**src/rtl/veririsc_pkg.sv**
```systemverilog
// Shared VeriRISC definitions: sequencer state encoding, phase markers, opcodes.
package veririsc_pkg;

    typedef enum logic [1:0] {
        ST_IDLE   = 2'd0,
        ST_RUN    = 2'd1,
        ST_STEP   = 2'd2,
        ST_HALTED = 2'd3
    } seq_state_t;

    // Phase in which the controller presents the HLT decode.
    localparam int PH_HLT  = 4;
    // Last phase of an instruction; the edge leaving it is the instruction boundary.
    localparam int PH_LAST = 7;

    localparam logic [2:0] OP_HLT = 3'd0;
    localparam logic [2:0] OP_SKZ = 3'd1;
    localparam logic [2:0] OP_ADD = 3'd2;
    localparam logic [2:0] OP_AND = 3'd3;
    localparam logic [2:0] OP_XOR = 3'd4;
    localparam logic [2:0] OP_LDA = 3'd5;
    localparam logic [2:0] OP_STO = 3'd6;
    localparam logic [2:0] OP_JMP = 3'd7;

endpackage

```
**src/rtl/phase_counter.sv**
```systemverilog
// Instruction phase counter: wraps through 0..2**WIDTH-1 while enabled, holds otherwise.
module phase_counter #(
    parameter int WIDTH = 3
) (
    input  logic             clk,
    input  logic             rst,
    input  logic             en,
    output logic [WIDTH-1:0] phase
);

    // Advance on enabled edges; natural overflow provides the wrap to 0.
    always_ff @(posedge clk or posedge rst) begin
        if (rst)
            phase <= '0;
        else if (en)
            phase <= phase + WIDTH'(1);
    end

endmodule

```
**src/rtl/cpu_sequencer.sv**
```systemverilog
// Run-control sequencer for the VeriRISC core: phase generation, datapath enable,
// run/step/halt debug control, PC breakpoint and retired-instruction counter.
//
//   state  | meaning
//   IDLE   | out of reset, core not started
//   RUN    | free-running, stops on debug halt, breakpoint or HLT
//   STEP   | runs to the next instruction boundary (or HLT), then halts
//   HALTED | stopped; phase held so execution resumes where it left off
module cpu_sequencer
    import veririsc_pkg::*;
#(
    parameter int PHASE_WIDTH = 3,
    parameter int ADDR_WIDTH  = 5,
    parameter int CNT_WIDTH   = 16
) (
    input  logic                   clk,
    input  logic                   rst,
    input  logic                   run_cmd,
    input  logic                   step_cmd,
    input  logic                   halt_cmd,
    input  logic                   halt,
    input  logic [ADDR_WIDTH-1:0]  pc_addr,
    input  logic                   bp_en,
    input  logic [ADDR_WIDTH-1:0]  bp_addr,
    output logic [PHASE_WIDTH-1:0] phase,
    output logic                   cpu_en,
    output logic [1:0]             state,
    output logic                   bp_hit,
    output logic [CNT_WIDTH-1:0]   instr_count
);

    seq_state_t cur_state, nxt_state;
    logic       pending, pending_nxt;
    logic       bp_hit_nxt;
    logic       boundary, hlt_take, bp_match, advance;

    assign cpu_en   = (cur_state == ST_RUN) || (cur_state == ST_STEP);
    assign boundary = cpu_en && (phase == PHASE_WIDTH'(PH_LAST));
    assign hlt_take = cpu_en && halt && (phase == PHASE_WIDTH'(PH_HLT));
    assign bp_match = bp_en && (pc_addr == bp_addr);
    // An HLT freezes the phase at 4; a boundary halt still wraps 7 -> 0.
    assign advance  = cpu_en && !hlt_take;
    assign state    = cur_state;

    phase_counter #(.WIDTH(PHASE_WIDTH)) u_phase (
        .clk   (clk),
        .rst   (rst),
        .en    (advance),
        .phase (phase)
    );

    // Next-state, pending-halt and breakpoint-flag decode.
    always_comb begin
        nxt_state   = cur_state;
        pending_nxt = pending;
        bp_hit_nxt  = bp_hit;
        case (cur_state)
            ST_IDLE: begin
                if (run_cmd)       nxt_state = ST_RUN;
                else if (step_cmd) nxt_state = ST_STEP;
            end
            ST_RUN: begin
                if (hlt_take) begin
                    nxt_state = ST_HALTED;
                end else if (boundary && (pending || halt_cmd || bp_match)) begin
                    nxt_state = ST_HALTED;
                    if (bp_match) bp_hit_nxt = 1'b1;
                end else if (halt_cmd) begin
                    pending_nxt = 1'b1;
                end
            end
            ST_STEP: begin
                if (hlt_take || boundary) nxt_state = ST_HALTED;
                else if (run_cmd)         nxt_state = ST_RUN;
            end
            ST_HALTED: begin
                if (run_cmd)       nxt_state = ST_RUN;
                else if (step_cmd) nxt_state = ST_STEP;
                if (run_cmd || step_cmd) bp_hit_nxt = 1'b0;
            end
            default: nxt_state = ST_IDLE;
        endcase
        if (nxt_state == ST_HALTED && cur_state != ST_HALTED)
            pending_nxt = 1'b0;
    end

    // Control state registers.
    always_ff @(posedge clk or posedge rst) begin
        if (rst) begin
            cur_state <= ST_IDLE;
            pending   <= 1'b0;
            bp_hit    <= 1'b0;
        end else begin
            cur_state <= nxt_state;
            pending   <= pending_nxt;
            bp_hit    <= bp_hit_nxt;
        end
    end

    // Retired-instruction counter, saturating at all-ones.
    always_ff @(posedge clk or posedge rst) begin
        if (rst)
            instr_count <= '0;
        else if ((boundary || hlt_take) && (instr_count != '1))
            instr_count <= instr_count + CNT_WIDTH'(1);
    end

endmodule

```
**config.mk**
```make
export PLATFORM = sky130hd
export DESIGN_NAME = cpu_sequencer
export DESIGN_NICKNAME = d
export VERILOG_FILES = /design/src/rtl/veririsc_pkg.sv /design/src/rtl/phase_counter.sv /design/src/rtl/cpu_sequencer.sv
export SDC_FILE = /design/constraint.sdc
export NUM_CORES = 1
export LEC_CHECK = 0
export ABC_CLOCK_PERIOD_IN_PS = 1800
export CAP_MARGIN = 25
export CORE_MARGIN = 2
export CORE_UTILIZATION = 40
export DETAILED_ROUTE_END_ITERATION = 8
export PLACE_DENSITY = 0.77
export SETUP_SLACK_MARGIN = 0.1
export SYNTH_ARGS = -nofsm -noshare
export SYNTH_HDL_FRONTEND = slang
export SYNTH_HIERARCHICAL = 1
export SYNTH_SLANG_ARGS = --single-unit
export TNS_END_PERCENT = 5
```
**constraint.sdc**
```tcl
create_clock -name clk -period 1.8 [get_ports clk]
set_input_delay 0.36 -clock clk [delete_from_list [all_inputs] [get_ports clk]]
set_output_delay 0.36 -clock clk [all_outputs]
set_load 0.02 [all_outputs]
```
# Word level (Yosys, flattened, before mapping)
# Index checks and enable logic that the tools add are counted.
[word_totals] romBits=0 register_bits=23 inputBits=17 mem_count=0 latchBits=0 elab_cells=60 output_inout_bits=23 mem_bits_rw=0
[op_classes] add_sub_neg=2 div=0 reduce_logical=21 n_bitwise=0 magnitude_cmp=0 n_mux=17 n_eq_ne=15 mul=0 n_shift=0
[ops] op="16-bit by 1-bit adder with 16-bit output (second input constant)" n=1
[ops] op="16-bit != test (second input constant)" n=1
[ops] op="2-bit 2-to-1 mux" n=6
[ops] op="1-bit 2-to-1 mux" n=9
[ops] op="1-bit logical AND" n=8
[ops] op="2-bit != test (second input constant)" n=4
[ops] op="2-bit == test (second input constant)" n=3
[ops] op="3-bit == test (second input constant)" n=2
[ops] op="2-bit by 1-bit != test with 1-bit output (second input constant)" n=3
[ops] op="2-bit case mux with 3 select lines" n=1
[ops] op="2-bit nonzero test" n=3
[ops] op="5-bit == test" n=1
[ops] op="1-bit logical OR" n=5
[ops] op="5-bit AND reduction" n=1
[ops] op="4-bit AND reduction" n=1
[ops] op="3-bit by 1-bit adder with 3-bit output (second input constant)" n=1
[ops] op="2-bit by 1-bit == test with 1-bit output (second input constant)" n=1
[ops] op="2-bit logical NOT" n=1
[ops] op="1-bit case mux with 2 select lines" n=1
[ops] op="2-bit OR reduction" n=1
[ops] op="1-bit logical NOT" n=1

# Longest topological paths before layout
# Gate-level depths: netlist of run 1.
[logic_depth] ltp_word=11 mapped_depth=7 ltp_nobuf=7

# By module
# The synthesis of run 1 kept the hierarchy.
[modules_own_cells] mod="cpu_sequencer" cells_per_inst=125 area_each_um2=1233.7 seq_area_each_um2=500.5 instances=1
[modules_own_cells] mod="phase_counter" cells_per_inst=9 area_each_um2=127.6 seq_area_each_um2=75.1 instances=1

# Least setup slack after synthesis of run 1
# Ideal clock, no wire load.
[synth_timing] kind="flip-flop to flip-flop" startpoint="register cur_state[0], in the netlist state[0]" endpoint="register bp_hit" required_time_ps=1681 t_arrival_ps=1883 setup_time_ps=119 period_less_slack_ps=2002 path_buffers=0 path_stages_with_launch=8 path_slack_ps=-202 cell_sequence="dfrtp_1 -> inv_1 -> ha_1 -> nor2b_2 -> nand3_1 -> nor4_2 -> a21boi_0 -> o21a_1"
[synth_between] elab_chain_cells=6 elab_cells_between_ends=15 classes_between="eq/ne: 7; mux: 1; reduce/logical: 7"
[synth_lines] element="start, declared" line_no="cpu_sequencer.sv:32" rtl="seq_state_t cur_state, nxt_state;"
[synth_lines] element="start signal, assigned" line_no="cpu_sequencer.sv:94" rtl="cur_state <= nxt_state;"
[synth_lines] element="2-bit by 1-bit == test with 1-bit output / 2-bit == test (equally long branches)" line_no="cpu_sequencer.sv:37, cpu_sequencer.sv:57"
[synth_lines] element="1-bit logical OR" line_no="cpu_sequencer.sv:37" rtl="assign cpu_en = (cur_state == ST_RUN) || (cur_state == ST_STEP);"
[synth_lines] element="1-bit logical AND, on equally long branches" line_no="cpu_sequencer.sv:38, cpu_sequencer.sv:39"
[synth_lines] element="1-bit logical AND, on equally long branches" line_no="cpu_sequencer.sv:65, cpu_sequencer.sv:39"
[synth_lines] element="2-bit by 1-bit != test with 1-bit output (no source line) / 2-bit != test (equally long branches)"
[synth_lines] element="5-bit AND reduction (no source line)"
[synth_lines] element="end signal, assigned" line_no="cpu_sequencer.sv:96" rtl="bp_hit <= bp_hit_nxt;"
[synth_lines] element="end, declared" line_no="cpu_sequencer.sv:28" rtl="output logic bp_hit,"
# Parallel ways exist; a longest one is shown, timed or not.
# A chain may end at the register's enable or synchronous reset.

# Final worst setup path of run 1
[layout_timing] startpoint="register cur_state[0], in the netlist state[0]" endpoint="register instr_count[10]"
[layout_between] elab_chain_cells=6 elab_cells_between_ends=8 classes_between="eq/ne: 2; reduce/logical: 6"
[layout_lines] element="2-bit by 1-bit == test with 1-bit output / 2-bit == test (equally long branches)" line_no="cpu_sequencer.sv:37"
[layout_lines] element="1-bit logical OR (*)" line_no="cpu_sequencer.sv:37"
[layout_lines] element="1-bit logical AND (2 in a row)" line_no="cpu_sequencer.sv:39" rtl="assign hlt_take = cpu_en && halt && (phase == PHASE_WIDTH'(PH_HLT));"
[layout_lines] element="1-bit logical OR (*)" line_no="cpu_sequencer.sv:104" rtl="else if ((boundary || hlt_take) && (instr_count != '1))"
[layout_lines] element="1-bit logical AND (*)" line_no="cpu_sequencer.sv:104"
[layout_lines] element="end signal, assigned" line_no="cpu_sequencer.sv:105" rtl="instr_count <= instr_count + CNT_WIDTH'(1);"
[layout_lines] element="end, declared" line_no="cpu_sequencer.sv:29" rtl="output logic [CNT_WIDTH-1:0] instr_count"
# Every way passes the cells marked *; elsewhere a longest branch is shown, timed or not.

==> flow_results.xml, run 1 <==
<?xml version="1.0" encoding="UTF-8"?>
<metrics>
  <group name="sta">
    <metric name="fin_crit" unit="ns">1.74</metric>
    <metric name="final_report_setup_violation_count" unit="">0</metric>
    <metric name="fmaxAchievable" unit="GHz">0.575</metric>
    <metric name="timing.final.crit_share" unit="%">96.6</metric>
    <metric name="slew_headroom" unit="%">74.2</metric>
    <metric name="worstMarginPinSlew" unit="ns">0.386</metric>
    <metric name="hold-worst-slack" unit="ns">0.233</metric>
    <metric name="finalClockSkew" unit="ns">0.00610</metric>
    <metric name="endpoints_failing_hold" unit="">0</metric>
    <metric name="timing.final.max_slew_violations" unit="">0</metric>
    <metric name="grt_setup_unrepaired" unit="">yes</metric>
    <metric name="final.setup.tns" unit="ns">0</metric>
  </group>
  <group name="synthesis">
    <metric name="postSynthCellCount" unit="">134</metric>
    <metric name="synth_enable_flop_cells" unit="">0</metric>
    <metric name="synth_cell_area" unit="um^2">1360</metric>
    <metric name="avgSynthCellArea" unit="um^2">10.2</metric>
    <metric name="yosys.area.top_type" unit="">dfrtp_1</metric>
    <metric name="yosys.cell_types.count" unit="">37</metric>
    <metric name="netlist_top_cells_area" unit="">dfrtp_1, xnor2_1, ha_1, nand2_1, xor2_1</metric>
    <metric name="synth-main-ff-cell" unit="">dfrtp_1</metric>
    <metric name="synthSimpleGateAreaFrac" unit="%">21.3</metric>
    <metric name="synthXorXnorAreaFrac" unit="%">12.9</metric>
    <metric name="combinational_family_with_the_most_area_after_synthesis" unit="">simple AND/OR/NAND/NOR gates</metric>
    <metric name="share_of_synthesized_cell_area_in_full_adder_half_adder_and_majority_cells" unit="%">4.60</metric>
    <metric name="synth-compound-area-share" unit="%">15.6</metric>
    <metric name="syn-num-nets" unit="">156</metric>
    <metric name="netlist.area_leader.share" unit="%">42.3</metric>
    <metric name="ys_seq_elements" unit="">23</metric>
    <metric name="synth-seq-area-share" unit="%">42.3</metric>
    <metric name="muxShareOfSynthArea" unit="%">1.10</metric>
    <metric name="ys.warnings.count" unit="">6</metric>
    <metric name="asyncSetResetFlopFracSynth" unit="%">100</metric>
  </group>
  <group name="setup_path">
    <metric name="reg2reg_depth" unit="">7</metric>
    <metric name="timing.critical_path.to" unit="">instr_count[10]</metric>
    <metric name="worst-path-max-fanout" unit="">7</metric>
    <metric name="worst_r2r_endpoint" unit="">instr_count[10]</metric>
    <metric name="critical_path_class" unit="">register to register</metric>
    <metric name="regToRegStartpoint" unit="">state[0]</metric>
    <metric name="cpMaxStageDelayCell" unit="">dfrtp_2</metric>
    <metric name="cp_launch_point" unit="">state[0]</metric>
    <metric name="kind_of_end_point_of_the_critical_path" unit="">register</metric>
    <metric name="arrival_time_at_the_worst_endpoint" unit="ns">1.96</metric>
    <metric name="cp_data_required_time" unit="ns">2.02</metric>
    <metric name="r2r_slack" unit="ns">0.06</metric>
    <metric name="max_stage_delay" unit="ns">0.43</metric>
    <metric name="crit_path_start_kind" unit="">register</metric>
    <metric name="worstPathCellList" unit="">inv_2 &gt; ha_4 &gt; nor2b_4 &gt; o2111ai_1 &gt; nor2_1 &gt; nand4_1 &gt; xnor2_1</metric>
  </group>
  <group name="detailed_routing">
    <metric name="detail_route.first_pass.iterations" unit="">4</metric>
    <metric name="detail_route.iter0.violations" unit="">58</metric>
    <metric name="drt_drc_violations_left" unit="">0</metric>
    <metric name="routedWlPerCell" unit="um">13.8</metric>
    <metric name="drt.antenna.violating_nets" unit="">0</metric>
    <metric name="final_wirelength" unit="mm">3.22</metric>
    <metric name="via_per_inst" unit="">5.32</metric>
    <metric name="routed-via-count" unit="">1240</metric>
  </group>
  <group name="clock_network">
    <metric name="htree_levels" unit="">1</metric>
    <metric name="holdBufCountCts" unit="">0</metric>
    <metric name="tritoncts.num_buffers" unit="">3</metric>
    <metric name="cts.repair_timing.setup_buffer_count" unit="">0</metric>
    <metric name="cts_tree" unit="">done</metric>
    <metric name="path_clk_slew" unit="ns">0.13</metric>
    <metric name="clk_path_buf_depth" unit="">2</metric>
    <metric name="numClockSinks" unit="">23</metric>
    <metric name="cts-root-buf" unit="">clkbuf_4</metric>
    <metric name="insertion_delay" unit="ns">0.32</metric>
  </group>
  <group name="pwr">
    <metric name="clkPwrFrac" unit="%">9.9</metric>
    <metric name="power_switching" unit="W">0.00104</metric>
    <metric name="p_per_area" unit="nW/um^2">1270</metric>
    <metric name="power.internal" unit="W">0.00144</metric>
    <metric name="ir_drop" unit="uV">717</metric>
    <metric name="post-layout-total-power" unit="W">0.00248</metric>
    <metric name="power.static_leakage" unit="nW">0.880</metric>
    <metric name="sequentialPowerShare" unit="%">31.4</metric>
    <metric name="switching_share" unit="%">42.0</metric>
    <metric name="p_comb_share" unit="%">58.7</metric>
  </group>
  <group name="floorplanning">
    <metric name="io_pins" unit="">40</metric>
    <metric name="die-width" unit="um">62.3</metric>
    <metric name="core_region_area" unit="um^2">3310</metric>
    <metric name="initial_utilization" unit="%">41.1</metric>
    <metric name="placementRows" unit="">21</metric>
    <metric name="fp.dieArea" unit="um^2">3890</metric>
    <metric name="die_h" unit="um">62.3</metric>
  </group>
  <group name="cells_and_area">
    <metric name="layout-area-overhead-vs-synth" unit="%">43.8</metric>
    <metric name="ff_latch_area" unit="um^2">582</metric>
    <metric name="layoutNonFillerInstCount" unit="">233</metric>
    <metric name="diodes" unit="">0</metric>
    <metric name="layout_cell_share_with_drive_strength_beyond_1" unit="%">22.5</metric>
    <metric name="final_core_utilization" unit="%">59.1</metric>
    <metric name="finish.net_count" unit="">210</metric>
    <metric name="multi_input_comb_area" unit="um^2">825</metric>
    <metric name="count_of_filler_cells_inserted_in_the_layout" unit="">345</metric>
  </group>
  <group name="placement">
    <metric name="place.detailed.instances" unit="">229</metric>
    <metric name="place_congestion" unit="">0.821</metric>
    <metric name="dp_hpwl" unit="mm">2.56</metric>
    <metric name="port_buffers" unit="">39</metric>
  </group>
  <group name="global_routing">
    <metric name="grt_pass1_wl" unit="mm">5.66</metric>
    <metric name="grtUsageTotal" unit="%">17.7</metric>
    <metric name="total_gr_overflow" unit="">0</metric>
    <metric name="first_global_vias" unit="">1330</metric>
    <metric name="grt_antenna_before_repair" unit="">0</metric>
    <metric name="grt_start_max_net_pins" unit="">14</metric>
  </group>
  <group name="worst_hold_path">
    <metric name="holdCritPathClass" unit="">primary input to async pin</metric>
  </group>
  <group name="status">
    <metric name="run_status" unit="">complete, no violations</metric>
  </group>
  <group name="flow_run">
    <metric name="drv_cap" unit="">0</metric>
  </group>
</metrics>
## synth_stat cells (2+ instances only)
cell type / instances
nand2_1: 14
o2111ai_1: 2
o21a_1: 4
nand3_1: 7
a21oi_1: 5
nor2_1: 6
ha_1: 5
o21ai_0: 5
dfrtp_1: 23
xor2_1: 5
xnor2_1: 15
o2111a_1: 2
a31oi_1: 2
nor3_1: 2
inv_1: 8
and3_1: 2
nor3_2: 2
nand4_1: 5
nor2b_1: 2
## layout by cell type (no fill, tap or decap), types with 2 or more instances in the layout
cell             instances
dlygate4sd2_1           21
dfrtp_1                 18
clkdlybuf4s50_1         17
xnor2_1                 15
nand2_1                 14
buf_4                   11
inv_1                    7
nor2_1                   6
nand3_1                  5
nand4_1                  5
xor2_1                   5
a21oi_1                  5
dfrtp_2                  5
o21a_1                   4
o21ai_1                  3
nor3_2                   3
ha_1                     3
clkbuf_4                 3
nor2b_4                  2
and3_1                   2
nand3_2                  2
a31oi_1                  2
o21ai_0                  2
ha_4                     2
## worst min-delay path by stage
stage                     from                to  slack, ns
6_report                   rst  u_phase/phase[0]       0.23
5_1_grt                    rst  u_phase/phase[0]       0.24
4_1_cts                    rst  u_phase/phase[0]       0.23
3_5_place_dp   instr_count[10]   instr_count[10]       0.51
3_3_place_gp   instr_count[10]   instr_count[10]       0.50
2_1_floorplan              rst  u_phase/phase[0]       0.11
## final cells by class
class / count / share of cell area (%)
clock buffer: 3 / 1.15
timing repair buffer: 49 / 22.3
sequential: 23 / 29.7
clock inverter: 1 / 0.256
tap: 46 / 2.94
multi-input combinational: 103 / 42.1
inverter: 8 / 1.53
## cell families after synthesis
kind of cell             Yosys count
AO/OA/AOI/OAI                     27
flip-flops                        23
adder cells (fa/ha/maj)            5
buffers and inverters              8
XOR/XNOR                          20
multiplexers                       1
AND/OR/NAND/NOR                   50
## critical path, delay by kind of cell, from the launching register on
| family | cells | cell delay, ns |
|---|---|---|
| AO/OA/AOI/OAI | 1 | 0.17 |
| XOR/XNOR | 1 | 0.16 |
| adder cells (fa/ha/maj) | 1 | 0.23 |
| buffers and inverters | 1 | 0.07 |
| flip-flops | 1 | 0.43 |
| AND/OR/NAND/NOR | 3 | 0.58 |
## registers in the layout, summed over array words and instances, names as in the netlist
name / cells
bp_hit: 1
pending: 1
state: 2
u_phase/phase: 3
instr_count: 16
## routing by layer
layer,share of wire (%),global-route usage (%)
met3,4.3,2.17
met5,0,0
met1,40,20.3
met4,1.8,5.83
met2,54,33.8
## power groups by stage
stage | combinational, W | clock (W) | sequential, W
floorplan | 0.000759 | 0 | 0.000901
global placement | 0.00141 | 0 | 0.000777
detailed placement | 0.00145 | 0 | 0.000786
CTS | 0.00142 | 0.000250 | 0.000771
global route | 0.00161 | 0.000271 | 0.000811
finish | 0.00146 | 0.000246 | 0.000781
## stage by stage
stage	instance area, um^2	setup WS [ns]
4_1_cts	1920	0.0518
3_5_place_dp	1910	-0.165
6_report	1960	0.0612
2_1_floorplan	1390	0.0575
3_3_place_gp	1910	-0.141
5_1_grt	1960	-0.0404
## repair_timing
item | CTS | global route
endpoints found under the setup margin | 33 | 15
pin swaps | 5 | 7
resized for setup | 30 | 12
No activity file was read; power rests on OpenSTA's default activity.
==> inputs of run 2 (changes only) <==
--- a/config.mk
+++ b/config.mk
@@ -9,8 +9,9 @@
 export CAP_MARGIN = 25
 export CORE_MARGIN = 2
 export CORE_UTILIZATION = 40
+export CTS_CLUSTER_SIZE = 30
 export DETAILED_ROUTE_END_ITERATION = 8
-export PLACE_DENSITY = 0.77
+export PLACE_DENSITY = 0.8
 export SETUP_SLACK_MARGIN = 0.1
 export SYNTH_ARGS = -nofsm -noshare
 export SYNTH_HDL_FRONTEND = slang
==> flow_results.xml, run 2 (synthesis results as in run 1) <==
<?xml version="1.0" encoding="UTF-8"?>
<metrics>
  <group name="cells_and_area">
    <metric name="final_cell_mix" unit="">dlygate4sd2_1, dfrtp_1, clkdlybuf4s50_1</metric>
    <metric name="largest_reg_flops" unit="">16</metric>
    <metric name="registers.top_by_ff_count" unit="">instr_count</metric>
    <metric name="count_of_filler_cells_inserted_in_the_layout" unit="">308</metric>
    <metric name="final_common_cell" unit="">dlygate4sd2_1</metric>
    <metric name="diodes" unit="">0</metric>
    <metric name="finish.net_count" unit="">209</metric>
    <metric name="layoutNonFillerInstCount" unit="">232</metric>
    <metric name="final_core_utilization" unit="%">59.1</metric>
    <metric name="layout_cell_share_with_drive_strength_beyond_1" unit="%">21.5</metric>
    <metric name="layout-area-overhead-vs-synth" unit="%">43.8</metric>
  </group>
  <group name="global_routing">
    <metric name="grt_pass1_wl" unit="mm">5.02</metric>
    <metric name="grt_start_max_net_pins" unit="">21</metric>
    <metric name="total_gr_overflow" unit="">0</metric>
    <metric name="grtUsageTotal" unit="%">15.7</metric>
    <metric name="grt_antenna_before_repair" unit="">0</metric>
    <metric name="first_global_vias" unit="">1168</metric>
  </group>
  <group name="setup_path">
    <metric name="regToRegStartpoint" unit="">state[0]</metric>
    <metric name="kind_of_end_point_of_the_critical_path" unit="">register</metric>
    <metric name="worst-path-max-fanout" unit="">7</metric>
    <metric name="worstPathCellList" unit="">inv_2 &gt; ha_4 &gt; nor2b_4 &gt; o2111ai_2 &gt; nor3_4 &gt; a31oi_1 &gt; a41oi_1</metric>
    <metric name="critical_path_buf_inv_count" unit="">1</metric>
    <metric name="r2r_slack" unit="ns">0.07</metric>
    <metric name="worst_r2r_endpoint" unit="">instr_count[14]</metric>
    <metric name="reg2reg_depth" unit="">7</metric>
    <metric name="max_stage_delay" unit="ns">0.42</metric>
    <metric name="critical_path_class" unit="">register to register</metric>
    <metric name="path_delay_family" unit="">compound AO/OA/AOI/OAI gates</metric>
    <metric name="cp_data_required_time" unit="ns">2.03</metric>
    <metric name="cpMaxStageDelayCell" unit="">dfrtp_2</metric>
    <metric name="arrival_time_at_the_worst_endpoint" unit="ns">1.95</metric>
    <metric name="crit_path_start_kind" unit="">register</metric>
  </group>
  <group name="floorplanning">
    <metric name="initial_utilization" unit="%">41.1</metric>
    <metric name="die-width" unit="um">62.3</metric>
    <metric name="placementRows" unit="">21</metric>
    <metric name="core_region_area" unit="um^2">3310</metric>
    <metric name="die_h" unit="um">62.3</metric>
    <metric name="io_pins" unit="">40</metric>
    <metric name="fp.dieArea" unit="um^2">3890</metric>
  </group>
  <group name="detailed_routing">
    <metric name="final_wirelength" unit="mm">2.92</metric>
    <metric name="detail_route.iter0.violations" unit="">37</metric>
    <metric name="detail_route.first_pass.iterations" unit="">4</metric>
    <metric name="drt_drc_violations_left" unit="">0</metric>
    <metric name="drt.antenna.violating_nets" unit="">0</metric>
    <metric name="routed-via-count" unit="">1169</metric>
    <metric name="routedWlPerCell" unit="um">12.6</metric>
    <metric name="via_per_inst" unit="">5.04</metric>
  </group>
  <group name="sta">
    <metric name="timing.final.max_slew_violations" unit="">0</metric>
    <metric name="grt_setup_unrepaired" unit="">yes</metric>
    <metric name="worstMarginPinSlew" unit="ns">0.326</metric>
    <metric name="finalClockSkew" unit="ns">0.00870</metric>
    <metric name="endpoints_failing_hold" unit="">0</metric>
    <metric name="fin_crit" unit="ns">1.73</metric>
    <metric name="final_report_setup_violation_count" unit="">0</metric>
    <metric name="timing.final.crit_share" unit="%">95.9</metric>
    <metric name="fmaxAchievable" unit="GHz">0.579</metric>
    <metric name="slew_headroom" unit="%">78.1</metric>
    <metric name="final.setup.tns" unit="ns">0</metric>
  </group>
  <group name="status">
    <metric name="run_status" unit="">complete, no violations</metric>
  </group>
  <group name="clock_network">
    <metric name="holdBufCountCts" unit="">0</metric>
    <metric name="tritoncts.num_buffers" unit="">3</metric>
    <metric name="htree_levels" unit="">1</metric>
    <metric name="cts.repair_timing.setup_buffer_count" unit="">0</metric>
    <metric name="cts-root-buf" unit="">clkbuf_4</metric>
    <metric name="cts_tree" unit="">done</metric>
    <metric name="clk_path_buf_depth" unit="">2</metric>
    <metric name="numClockSinks" unit="">23</metric>
    <metric name="insertion_delay" unit="ns">0.31</metric>
    <metric name="path_clk_slew" unit="ns">0.12</metric>
  </group>
  <group name="pwr">
    <metric name="post-layout-total-power" unit="W">0.00241</metric>
    <metric name="p_per_area" unit="nW/um^2">1230</metric>
    <metric name="power.static_leakage" unit="nW">0.904</metric>
    <metric name="ir_drop" unit="uV">669</metric>
  </group>
  <group name="placement">
    <metric name="port_buffers" unit="">39</metric>
    <metric name="dp_hpwl" unit="mm">2.28</metric>
    <metric name="place.detailed.instances" unit="">228</metric>
    <metric name="place_congestion" unit="">0.822</metric>
  </group>
  <group name="flow_run">
    <metric name="drv_cap" unit="">0</metric>
  </group>
  <group name="worst_hold_path">
    <metric name="holdCritPathClass" unit="">primary input to async pin</metric>
  </group>
</metrics>
==> run 2: what timing repair did <==
| item | CTS | global route |
|---|---|---|
| endpoints found under the setup margin | 32 | 13 |
| gates resized for setup | 26 | 15 |
| pin swaps | 4 | 7 |
==> run 2: how the worst max path moves through the flow <==
stage | start | cells past startpoint | to
CTS | state[0] | 7 | instr_count[14]
floorplan | state[0] | 7 | instr_count[13]
finish | state[0] | 7 | instr_count[14]
global route | state[0] | 7 | instr_count[14]
global placement | halt | 6 | instr_count[9]
detailed placement | halt | 6 | instr_count[14]
==> run 2: metal layers <==
layer  vias to the layer above  share of wire (%)  global-route usage, %
met4                         0               0.93                   4.17
li1                        583                  -                      -
met3                         5                4.4                   2.72
met2                        35                 51                   28.0
met1                       546                 44                   19.8
met5                         -                  0                      0
==> run 2: worst reg2reg max path: stages (launching register included) <==
cell,delay [ns]
dfrtp_2,0.42
inv_2,0.07
ha_4,0.22
nor2b_4,0.19
o2111ai_2,0.18
nor3_4,0.28
a31oi_1,0.11
a41oi_1,0.18
==> run 2: area by class of cell <==
cell class                      count  area [um^2]  area share, %
Clock buffer                        4         26.3           1.34
Multi-Input combinational cell    103          831           42.4
Tap cell                           46         57.6           2.94
Timing Repair Buffer               48          433           22.1
Inverter                            8         30.0           1.53
Sequential cell                    23          581           29.6
==> run 2: through the flow <==
| step | worst slack (ns) | cell area [um^2] | hold WS, ns |
|---|---|---|---|
| after floorplan | 0.0575 | 1390 | 0.114 |
| after global placement | -0.114 | 1900 | 0.489 |
| after detailed placement | -0.207 | 1900 | 0.513 |
| after CTS | 0.0780 | 1900 | 0.220 |
| after global routing | -0.0470 | 1960 | 0.234 |
| final | 0.0734 | 1960 | 0.224 |
==> run 2: power breakdown <==
group | total, W | internal [W] | switching (W)
sequential | 0.000776 | 0.000638 | 0.000138
clock | 0.000237 | 0.0000866 | 0.000150
combinational | 0.00139 | 0.000663 | 0.000730
==> inputs of run 3 (changes only) <==
--- a/config.mk
+++ b/config.mk
@@ -11,7 +11,8 @@
 export CORE_UTILIZATION = 40
 export CTS_CLUSTER_SIZE = 30
 export DETAILED_ROUTE_END_ITERATION = 8
-export PLACE_DENSITY = 0.8
+export DONT_BUFFER_PORTS = 1
+export PLACE_DENSITY = 0.64
 export SETUP_SLACK_MARGIN = 0.1
 export SYNTH_ARGS = -nofsm -noshare
 export SYNTH_HDL_FRONTEND = slang
==> flow_results.xml, run 3 (synthesis results as in run 1) <==
<?xml version="1.0" encoding="UTF-8"?>
<metrics>
  <group name="global_routing">
    <metric name="top_usage_layer" unit="">met2</metric>
    <metric name="first_global_vias" unit="">1143</metric>
    <metric name="grt_start_max_net_pins" unit="">21</metric>
    <metric name="groute.layer.met3.usage" unit="%">5.07</metric>
    <metric name="grt_pass1_wl" unit="mm">5.23</metric>
    <metric name="total_gr_overflow" unit="">0</metric>
    <metric name="grt_antenna_before_repair" unit="">0</metric>
    <metric name="use_met2" unit="%">30.7</metric>
    <metric name="grtUsageTotal" unit="%">16.4</metric>
    <metric name="grtUsageMet1" unit="%">18.6</metric>
  </group>
  <group name="sta">
    <metric name="hold-worst-slack" unit="ns">0.208</metric>
    <metric name="finalClockSkew" unit="ns">0.00645</metric>
    <metric name="worstMarginPinSlew" unit="ns">0.334</metric>
    <metric name="timing.final.max_slew_violations" unit="">0</metric>
    <metric name="post-route-worst-setup-slack" unit="ns">0.0980</metric>
    <metric name="timing.final.crit_share" unit="%">94.6</metric>
    <metric name="fmaxAchievable" unit="GHz">0.588</metric>
    <metric name="endpoints_failing_hold" unit="">0</metric>
    <metric name="slew_headroom" unit="%">77.5</metric>
    <metric name="grt_setup_unrepaired" unit="">yes</metric>
    <metric name="final_report_setup_violation_count" unit="">0</metric>
    <metric name="fin_crit" unit="ns">1.70</metric>
  </group>
  <group name="cells_and_area">
    <metric name="multi_input_comb_area" unit="um^2">838</metric>
    <metric name="ff_latch_area" unit="um^2">578</metric>
    <metric name="layout_cell_share_with_drive_strength_beyond_1" unit="%">32.1</metric>
    <metric name="diodes" unit="">0</metric>
    <metric name="layout-area-overhead-vs-synth" unit="%">25.9</metric>
    <metric name="final_core_utilization" unit="%">51.8</metric>
    <metric name="count_of_filler_cells_inserted_in_the_layout" unit="">328</metric>
    <metric name="final_cell_mix" unit="">buf_4, dfrtp_1, nand2_1</metric>
    <metric name="layoutNonFillerInstCount" unit="">208</metric>
    <metric name="finish.net_count" unit="">185</metric>
    <metric name="largest_reg_flops" unit="">16</metric>
    <metric name="registers.top_by_ff_count" unit="">instr_count</metric>
    <metric name="final_common_cell" unit="">buf_4</metric>
  </group>
  <group name="floorplanning">
    <metric name="core_region_area" unit="um^2">3310</metric>
    <metric name="fp.dieArea" unit="um^2">3890</metric>
    <metric name="io_pins" unit="">40</metric>
    <metric name="placementRows" unit="">21</metric>
    <metric name="die-width" unit="um">62.3</metric>
    <metric name="initial_utilization" unit="%">41.1</metric>
    <metric name="die_h" unit="um">62.3</metric>
  </group>
  <group name="detailed_routing">
    <metric name="via_per_inst" unit="">5.29</metric>
    <metric name="detail_route.first_pass.iterations" unit="">4</metric>
    <metric name="drt.antenna.violating_nets" unit="">0</metric>
    <metric name="drt_drc_violations_left" unit="">0</metric>
    <metric name="routedWlPerCell" unit="um">14.6</metric>
    <metric name="routed-via-count" unit="">1101</metric>
    <metric name="final_wirelength" unit="mm">3.03</metric>
    <metric name="detail_route.iter0.violations" unit="">50</metric>
  </group>
  <group name="setup_path">
    <metric name="cpMaxStageDelayCell" unit="">dfrtp_2</metric>
    <metric name="kind_of_end_point_of_the_critical_path" unit="">register</metric>
    <metric name="max_stage_delay" unit="ns">0.43</metric>
    <metric name="worstPathCellList" unit="">inv_2 &gt; ha_4 &gt; nor2b_4 &gt; nand3_1 &gt; nor4_4 &gt; a21boi_0 &gt; o21a_1</metric>
    <metric name="critical_path_buf_inv_count" unit="">1</metric>
    <metric name="path_delay_family" unit="">simple AND/OR/NAND/NOR gates</metric>
    <metric name="critical_path_class" unit="">register to register</metric>
    <metric name="reg2reg_depth" unit="">7</metric>
    <metric name="critical_path_cell_count" unit="">7</metric>
    <metric name="worst-path-max-fanout" unit="">7</metric>
    <metric name="crit_path_start_kind" unit="">register</metric>
    <metric name="cp_data_required_time" unit="ns">2.02</metric>
    <metric name="arrival_time_at_the_worst_endpoint" unit="ns">1.92</metric>
  </group>
  <group name="clock_network">
    <metric name="insertion_delay" unit="ns">0.31</metric>
    <metric name="htree_levels" unit="">1</metric>
    <metric name="cts_tree" unit="">done</metric>
    <metric name="cts-root-buf" unit="">clkbuf_4</metric>
    <metric name="tritoncts.num_buffers" unit="">3</metric>
    <metric name="path_clk_slew" unit="ns">0.13</metric>
    <metric name="numClockSinks" unit="">23</metric>
    <metric name="clk_path_buf_depth" unit="">2</metric>
  </group>
  <group name="pwr">
    <metric name="ir_drop" unit="uV">1030</metric>
    <metric name="sequentialPowerShare" unit="%">32.3</metric>
    <metric name="p_comb_share" unit="%">57.1</metric>
    <metric name="power_switching" unit="W">0.00101</metric>
    <metric name="switching_share" unit="%">44.1</metric>
    <metric name="power.static_leakage" unit="nW">0.761</metric>
    <metric name="post-layout-total-power" unit="W">0.00230</metric>
    <metric name="p_per_area" unit="nW/um^2">1340</metric>
    <metric name="power.internal" unit="W">0.00128</metric>
    <metric name="clkPwrFrac" unit="%">10.6</metric>
  </group>
  <group name="placement">
    <metric name="port_buffers" unit="">0</metric>
    <metric name="place.detailed.instances" unit="">202</metric>
    <metric name="pre_cts_ws" unit="ns">0.0194</metric>
    <metric name="dp_hpwl" unit="mm">2.34</metric>
    <metric name="place_congestion" unit="">0.789</metric>
  </group>
  <group name="status">
    <metric name="run_status" unit="">complete, no violations</metric>
  </group>
  <group name="flow_run">
    <metric name="drv_cap" unit="">0</metric>
  </group>
  <group name="worst_hold_path">
    <metric name="worst_hold_path.num_cells" unit="">3</metric>
    <metric name="holdCritPathClass" unit="">primary input to register</metric>
  </group>
</metrics>
## run 3: worst register-to-register path: cells and delay by family (launching register included)
kind,cells,cell delay [ns]
AOI/OAI and AO/OA,2,0.34
adders and majority gates,1,0.22
buffers and inverters,1,0.07
DFF,1,0.43
and+or+nand+nor,3,0.55
## run 3: layer usage
layer  vias to the layer above  part of all wire (%)
met5                         -                     0
met1                       529                    40
met4                         0                  0.53
met2                        36                    52
li1                        534                     -
met3                         2                   7.3
## run 3: per-stage QoR
step | area (um^2) | setup TNS [ns]
after global placement | 1610 | 0
after floorplan | 1390 | 0
final | 1710 | 0
after CTS | 1650 | 0
after global routing | 1710 | -0.0565
after detailed placement | 1610 | 0
## run 3: cell type report
type                       count  share of cell area [%]
clock buffer                   3                    1.31
timing repair buffer          24                    10.7
multi-input combinational    103                    48.9
tap                           46                    3.36
inverter                       8                    1.75
sequential                    23                    33.7
clock inverter                 1                   0.292
## run 3: path summary, 6_finish.rpt
kind	startpoint	end	slack, ns
max in group asynchronous	rst	state[1]	1.05
worst min-delay path	run_cmd	state[1]	0.21
worst min register to register	instr_count[2]	instr_count[2]	0.56
worst max-delay path	state[0]	bp_hit	0.1
worst max register to register	state[0]	bp_hit	0.1
min in group asynchronous	rst	u_phase/phase[1]	0.35
## run 3: power by group through the flow
stage	Clock (W)	Sequential (W)	Combinational [W]
after CTS	0.000255	0.000732	0.00129
after floorplan	0	0.000901	0.000759
final	0.000245	0.000741	0.00131
after detailed placement	0	0.000742	0.00126
after global placement	0	0.000732	0.00121
after global routing	0.000284	0.000759	0.00143
## run 3: timing repair
action,CTS,global route
hold buffers,1,0
endpoints found under the hold margin,23,0
gates resized for setup,1,10
setup endpoints to repair,9,10
buffers inserted,0,1
pin swaps,3,5
